### src/rtl/mgmt_qspi_bus_bridge.sv
// QSPI byte-stream to management register bus bridge: 16-bit header (R/W + 15-bit address), then auto-incrementing data.
// Optional read timeout enabled by defining MGMT_BRIDGE_RD_TIMEOUT_EN.
module mgmt_qspi_bus_bridge #(
    parameter int unsigned TIMEOUT_CYCLES = 1024,
    parameter logic [7:0]  TIMEOUT_DATA   = 8'hff
) (
    input  logic        clk,
    input  logic        rst_n,
    input  logic        rx_start,
    input  logic        rx_end,
    input  logic        rx_valid,
    input  logic [7:0]  rx_data,
    input  logic        tx_ready,
    output logic        tx_valid,
    output logic [7:0]  tx_data,
    output logic        tx_underrun,
    output logic        rd_en,
    output logic [15:0] rd_addr,
    input  logic        rd_valid,
    input  logic [7:0]  rd_data,
    output logic        wr_en,
    output logic [15:0] wr_addr,
    output logic [7:0]  wr_data,
    output logic        rd_timeout
);

    localparam int unsigned ADDR_W = 15;

    typedef enum logic [2:0] {
        IDLE, ADDR_HI, ADDR_LO, WRITE, RD_WAIT, RD_HOLD
    } state_t;

    state_t              state, state_nxt;
    logic [ADDR_W-1:0]   addr, addr_nxt;
    logic                flag, flag_nxt;
    logic                tx_valid_nxt, tx_underrun_nxt, rd_en_nxt, wr_en_nxt;
    logic [7:0]          tx_data_nxt, wr_data_nxt;
    logic [15:0]         rd_addr_nxt, wr_addr_nxt;

`ifdef MGMT_BRIDGE_RD_TIMEOUT_EN
    localparam int unsigned CNT_W = $clog2(TIMEOUT_CYCLES) + 1;
    logic [CNT_W-1:0]    cnt, cnt_nxt;
    logic                timeout_q, timeout_nxt;
    // Set when a read timed out; the first rd_valid afterwards belongs to that read and is dropped.
    logic                stale, stale_nxt;
`else
    logic [39:0]         unused_cfg;
    assign unused_cfg = {TIMEOUT_DATA, 32'(TIMEOUT_CYCLES)};
`endif

    always_ff @(posedge clk or negedge rst_n) begin
        if (!rst_n) begin
            state       <= IDLE;
            addr        <= '0;
            flag        <= 1'b0;
            tx_valid    <= 1'b0;
            tx_data     <= '0;
            tx_underrun <= 1'b0;
            rd_en       <= 1'b0;
            rd_addr     <= '0;
            wr_en       <= 1'b0;
            wr_addr     <= '0;
            wr_data     <= '0;
`ifdef MGMT_BRIDGE_RD_TIMEOUT_EN
            cnt         <= '0;
            timeout_q   <= 1'b0;
            stale       <= 1'b0;
`endif
        end else begin
            state       <= state_nxt;
            addr        <= addr_nxt;
            flag        <= flag_nxt;
            tx_valid    <= tx_valid_nxt;
            tx_data     <= tx_data_nxt;
            tx_underrun <= tx_underrun_nxt;
            rd_en       <= rd_en_nxt;
            rd_addr     <= rd_addr_nxt;
            wr_en       <= wr_en_nxt;
            wr_addr     <= wr_addr_nxt;
            wr_data     <= wr_data_nxt;
`ifdef MGMT_BRIDGE_RD_TIMEOUT_EN
            cnt         <= cnt_nxt;
            timeout_q   <= timeout_nxt;
            stale       <= stale_nxt;
`endif
        end
    end

`ifdef MGMT_BRIDGE_RD_TIMEOUT_EN
    assign rd_timeout = timeout_q;
`else
    assign rd_timeout = 1'b0;
`endif

    always_comb begin
        state_nxt       = state;
        addr_nxt        = addr;
        flag_nxt        = flag;
        tx_valid_nxt    = tx_valid;
        tx_data_nxt     = tx_data;
        tx_underrun_nxt = 1'b0;
        rd_en_nxt       = 1'b0;
        rd_addr_nxt     = rd_addr;
        wr_en_nxt       = 1'b0;
        wr_addr_nxt     = wr_addr;
        wr_data_nxt     = wr_data;
`ifdef MGMT_BRIDGE_RD_TIMEOUT_EN
        cnt_nxt         = cnt;
        timeout_nxt     = timeout_q;
        stale_nxt       = stale;
        if (rd_valid && stale && !rx_start) begin
            stale_nxt = 1'b0;
        end
`endif
        if (rx_start) begin
            state_nxt    = ADDR_HI;
            tx_valid_nxt = 1'b0;
`ifdef MGMT_BRIDGE_RD_TIMEOUT_EN
            timeout_nxt  = 1'b0;
            stale_nxt    = 1'b0;
`endif
        end else if (rx_end) begin
            state_nxt    = IDLE;
            tx_valid_nxt = 1'b0;
        end else begin
            case (state)
                ADDR_HI: if (rx_valid) begin
                    flag_nxt        = rx_data[7];
                    addr_nxt[14:8]  = rx_data[6:0];
                    state_nxt       = ADDR_LO;
                end
                ADDR_LO: if (rx_valid) begin
                    addr_nxt[7:0] = rx_data;
                    if (flag) begin
                        rd_en_nxt   = 1'b1;
                        rd_addr_nxt = {1'b0, addr[14:8], rx_data};
                        state_nxt   = RD_WAIT;
`ifdef MGMT_BRIDGE_RD_TIMEOUT_EN
                        cnt_nxt     = '0;
`endif
                    end else begin
                        state_nxt   = WRITE;
                    end
                end
                WRITE: if (rx_valid) begin
                    wr_en_nxt   = 1'b1;
                    wr_addr_nxt = {1'b0, addr};
                    wr_data_nxt = rx_data;
                    addr_nxt    = addr + ADDR_W'(1);
                end
                RD_WAIT: begin
                    tx_underrun_nxt = tx_ready;
`ifdef MGMT_BRIDGE_RD_TIMEOUT_EN
                    if (rd_valid && !stale) begin
`else
                    if (rd_valid) begin
`endif
                        tx_data_nxt  = rd_data;
                        tx_valid_nxt = 1'b1;
                        addr_nxt     = addr + ADDR_W'(1);
                        state_nxt    = RD_HOLD;
                    end
`ifdef MGMT_BRIDGE_RD_TIMEOUT_EN
                    else if (cnt == CNT_W'(TIMEOUT_CYCLES - 1)) begin
                        tx_data_nxt  = TIMEOUT_DATA;
                        tx_valid_nxt = 1'b1;
                        timeout_nxt  = 1'b1;
                        stale_nxt    = 1'b1;
                        addr_nxt     = addr + ADDR_W'(1);
                        state_nxt    = RD_HOLD;
                    end else begin
                        cnt_nxt = cnt + CNT_W'(1);
                    end
`endif
                end
                RD_HOLD: if (tx_ready) begin
                    tx_valid_nxt = 1'b0;
                    rd_en_nxt    = 1'b1;
                    rd_addr_nxt  = {1'b0, addr};
                    state_nxt    = RD_WAIT;
`ifdef MGMT_BRIDGE_RD_TIMEOUT_EN
                    cnt_nxt      = '0;
`endif
                end
                default: ;
            endcase
        end
    end

endmodule

### config.mk
export PLATFORM = sky130hd
export DESIGN_NAME = mgmt_qspi_bus_bridge
export DESIGN_NICKNAME = d
export VERILOG_FILES = /design/src/rtl/mgmt_qspi_bus_bridge.sv
export SDC_FILE = /design/constraint.sdc
export NUM_CORES = 1
export LEC_CHECK = 0
export CAP_MARGIN = 10
export CORE_UTILIZATION = 45
export CTS_CLUSTER_DIAMETER = 150
export DETAILED_ROUTE_END_ITERATION = 16
export HOLD_SLACK_MARGIN = 0.08
export PLACE_DENSITY = 0.85
export RECOVER_POWER = 100
export SYNTH_ARGS = -nofsm -noshare
export SYNTH_HDL_FRONTEND = slang
export SYNTH_SLANG_ARGS = --single-unit
### constraint.sdc
create_clock -name clk -period 1.6 [get_ports clk]
set_input_delay 0.48 -clock clk [delete_from_list [all_inputs] [get_ports clk]]
set_output_delay 0.48 -clock clk [all_outputs]
set_load 0.05 [all_outputs]
==> metrics.md <==
| Metric | Value |
|---|---|
| Status | finished with violations |
| Failing checks | negative setup slack |
| Tot GR Track Use | 0.248 |
| FP Rows | 30 |
| Routed len/inst | 18.6 um |
| Final worst-path cycle share | 1.08 |
| Warnings from Yosys | 0 |
| Final instance area | 5260 sq um |
| Power Dens Cells | 941 nW/um^2 |
| Slew Viols, Final | 0 |
| Sequential share of the synthesized area | 0.527 |
| # IOs | 76 |
| Post-synth top flop | dfrtp_1 |
| Clock latency on the worst-skew pair | 350 ps |
| Fin crit period | 1730 ps |
| Unrepaired setup endpoints after global routing | yes |
| N_diodes | 0 |
| Synth cell types | 47 |
| CP Capture Type | flip-flop |
| H-tree depth | 3 |
| Max-Cap Viols | 0 |
| TritonCTS sink count | 69 |
| Filler Cells Inserted | 425 |
| Chain of cells forming the critical path | buf_6 > and3b_1 > buf_4 > nor3_1 > a41oi_2 > o22a_1 |
| Global route total overflow | 0 |
| Layout area overhead | 60.6% |
| Final number of hold-violating endpoints | 0 |
| Pin count of the biggest net entering global routing | 70 |
| Final setup viols | 12 |
| HPWL after DPL | 5790 um |
| Setup slack after layout | -128 ps |
| CTS tree | yes |
| Cts hold-fix bufs | 0 |
| Leakage | 2.43 nW |
| Hold Path Class | input port to async pin |
| Clk_skew | 9.15 ps |
| DP Area | 4830 sq um |
| Fmax | just under 600 MHz |
| Max VDD drop | 0.000492 V |
| Worst-path fanout max | 10 |
| CP max stage cell | dfrtp_2 |
| Vias per cell | between 5 and 6 |
| Root buf cell | clkbuf_8 |
| Die area | 7630 sq um |
| DRC Markers | 0 |
| Clock Tree Buf Depth | 2 |
| WP data arrival | 1960 ps |
| Post-DRT Antenna Nets | 0 |
| Vias | 2787 |
| GPL Wtd Cong | 0.899 |
| Worst-Margin Slew | about 930 ps |
| Critical path class | flip-flop to flip-flop |
| WP data required | 1840 ps |
| Post-Syn Area per Cell | 12.1 sq um |
| Cts bufs inserted | 9 |
| Routed WL | 8970 um |
| First-pass GRT wire length | 14100 um |
| Asr flop ratio synth | 1.00 |
| Register area | ~1700 sq um |
| Post-Syn Area | between 3000 and 4000 sq um |
| Vias in the first global route | 2856 |
| Area of the multi-input gates | 1540 sq um |
| Startpoint Class | flip-flop |
| Crit-path max cell delay | 440 ps |
| Chip Height | 87.3 um |
| Yosys reg bits | 69 |
| # nets final | approximately 410 |
| Initial antenna violation count | 0 |
| Clk slew on worst S/H paths | about 70 ps |
| # port buffers | 72 |
| DRT Pass-1 Iters | 5 |
| Post-Synthesis Cells | 270 |
| Initial core utilization | 0.474 |
| Die width | 87.3 um |
| Post-layout util | 0.762 |
| Ratio of cells with drive above 1 in the final layout | 0.487 |
| Post-synth EDFFs | 0 |
| Worst slack, placed | -415 ps |
| Iter 0 DRT Violations | 249 |
| CORE AREA | 6910 sq um |
| Rel. slew slack | 0.379 |
## worst paths after layout
check	start	slack (ps)	cells after the start	end
setup / recovery	state[1]	-130	6	addr[9]
hold / removal	rst_n	390	2	wr_addr[8]
setup reg to reg	state[1]	-130	6	addr[9]
hold reg to reg	wr_addr[10]	550	2	wr_addr[10]
max in group asynchronous	rst_n	560	2	state[0]
min in group clk	wr_addr[10]	550	2	wr_addr[10]
## cells by family (layout without fill, tap and decap cells)
logic type	count (synthesis)	in the layout	synth area share
buffers and inverters	26	140	0.0481
other	1	3	0.00114
AO/OA/AOI/OAI	54	54	0.111
multiplexers	54	54	0.185
AND/OR/NAND/NOR	65	65	0.124
adder cells (fa/ha/maj)	1	1	0.00382
flip-flops	69	69	0.527
## registers in the layout (all words and copies together), names as in the netlist
name and count:
flag 1, tx_data 8, addr 15, wr_addr 15, state 3, wr_en 1, wr_data 8, rd_addr 15
rd_en 1, tx_underrun 1, tx_valid 1
## critical path: cells and delay by family (launching register included)
| kind | cells | cell delay [ps] |
|---|---|---|
| AO/OA/AOI/OAI | 2 | 300 |
| buffers and inverters | 2 | 330 |
| flip-flops | 1 | 440 |
| AND/OR/NAND/NOR | 2 | 540 |
## power breakdown
| part | total [mW] | internal, mW | switching, mW |
|---|---|---|---|
| registers | 2.18 | 1.95 | 0.229 |
| logic | 1.55 | 0.767 | 0.784 |
| clock network | 1.22 | 0.593 | 0.629 |
## layout by cell type (no fill, tap or decap), types with 2 or more instances in the layout
master           Yosys  routed
nor2_1               5       5
and4_1               4       3
clkbuf_1             3       3
dfrtp_2              0       3
or2_2                2       2
buf_12               0      56
buf_8                0       2
a21oi_1             19      16
nor3_1               7       5
conb_1               1       3
a41oi_2              0       4
buf_4                5      34
nand3_1              8       8
and3_1               5       5
and2_1               3       3
a21oi_2              0       3
o22a_1              11      11
nand4b_1             2       2
o21ai_0              5       5
inv_1                5       5
nand2_1             10      10
clkbuf_8             0      10
dlygate4sd2_1        0       3
nand4_1              4       4
clkbuf_4             0       2
mux2_2              47      40
buf_6                4       3
mux2_1               6       6
and3b_1              2       2
a31oi_1              5       4
nand3_4              1       2
clkinv_2             0       2
dfrtp_1             69      66
clkdlybuf4s50_1      0      18
mux2_4               0       7
## layer usage
layer  wire length, um  vias to the layer above  track usage
met5                 0                        -            0
met4               299                        0        0.106
met3               646                       35       0.0664
met2              4680                      167        0.425
met1              3350                     1369        0.292
li1                  -                     1216            -
## what timing repair did
action	4_1_cts	5_1_grt
endpoints found under the setup margin	49	51
buffers inserted	8	2
resized for setup	21	22
cloned	1	1
pin swaps	4	11
## metrics by stage
| stage | hold WS, ps | total power, mW | std cells | TNS (ps) |
|---|---|---|---|---|
| after floorplan | 184 | 2.85 | 272 | 0 |
| after global placement | 526 | 3.64 | 457 | -19970 |
| after detailed placement | 529 | 3.69 | 457 | -21870 |
| after CTS | 155 | 4.93 | 481 | -88.1 |
| after global routing | 471 | 5.15 | 482 | -1670 |
| final | 386 | 4.95 | 482 | -538 |
## cells in the mapped netlist, types with 5 or more instances
cell,count,share of area
dfrtp_1,69,0.53
a21oi_1,19,0.029
nand2_1,10,0.011
nor2_1,5,0.0057
buf_2,7,0.011
mux2_1,6,0.021
a31oi_1,5,0.0095
nor3_1,7,0.011
a41oi_1,5,0.013
o22a_1,11,0.029
buf_4,5,0.011
inv_1,5,0.0057
nand3_1,8,0.012
and3_1,5,0.0095
o21ai_0,5,0.0076
mux2_2,47,0.16
## layout make-up
cell class,instances,area share
Multi-Input combinational cell,177,0.293
Clock inverter,2,0.00190
Timing Repair Buffer,120,0.321
Inverter,5,0.00357
Sequential cell,69,0.329
Tap cell,96,0.0228
Clock buffer,13,0.0283
Note: power is estimated with default switching activity, not from simulation.
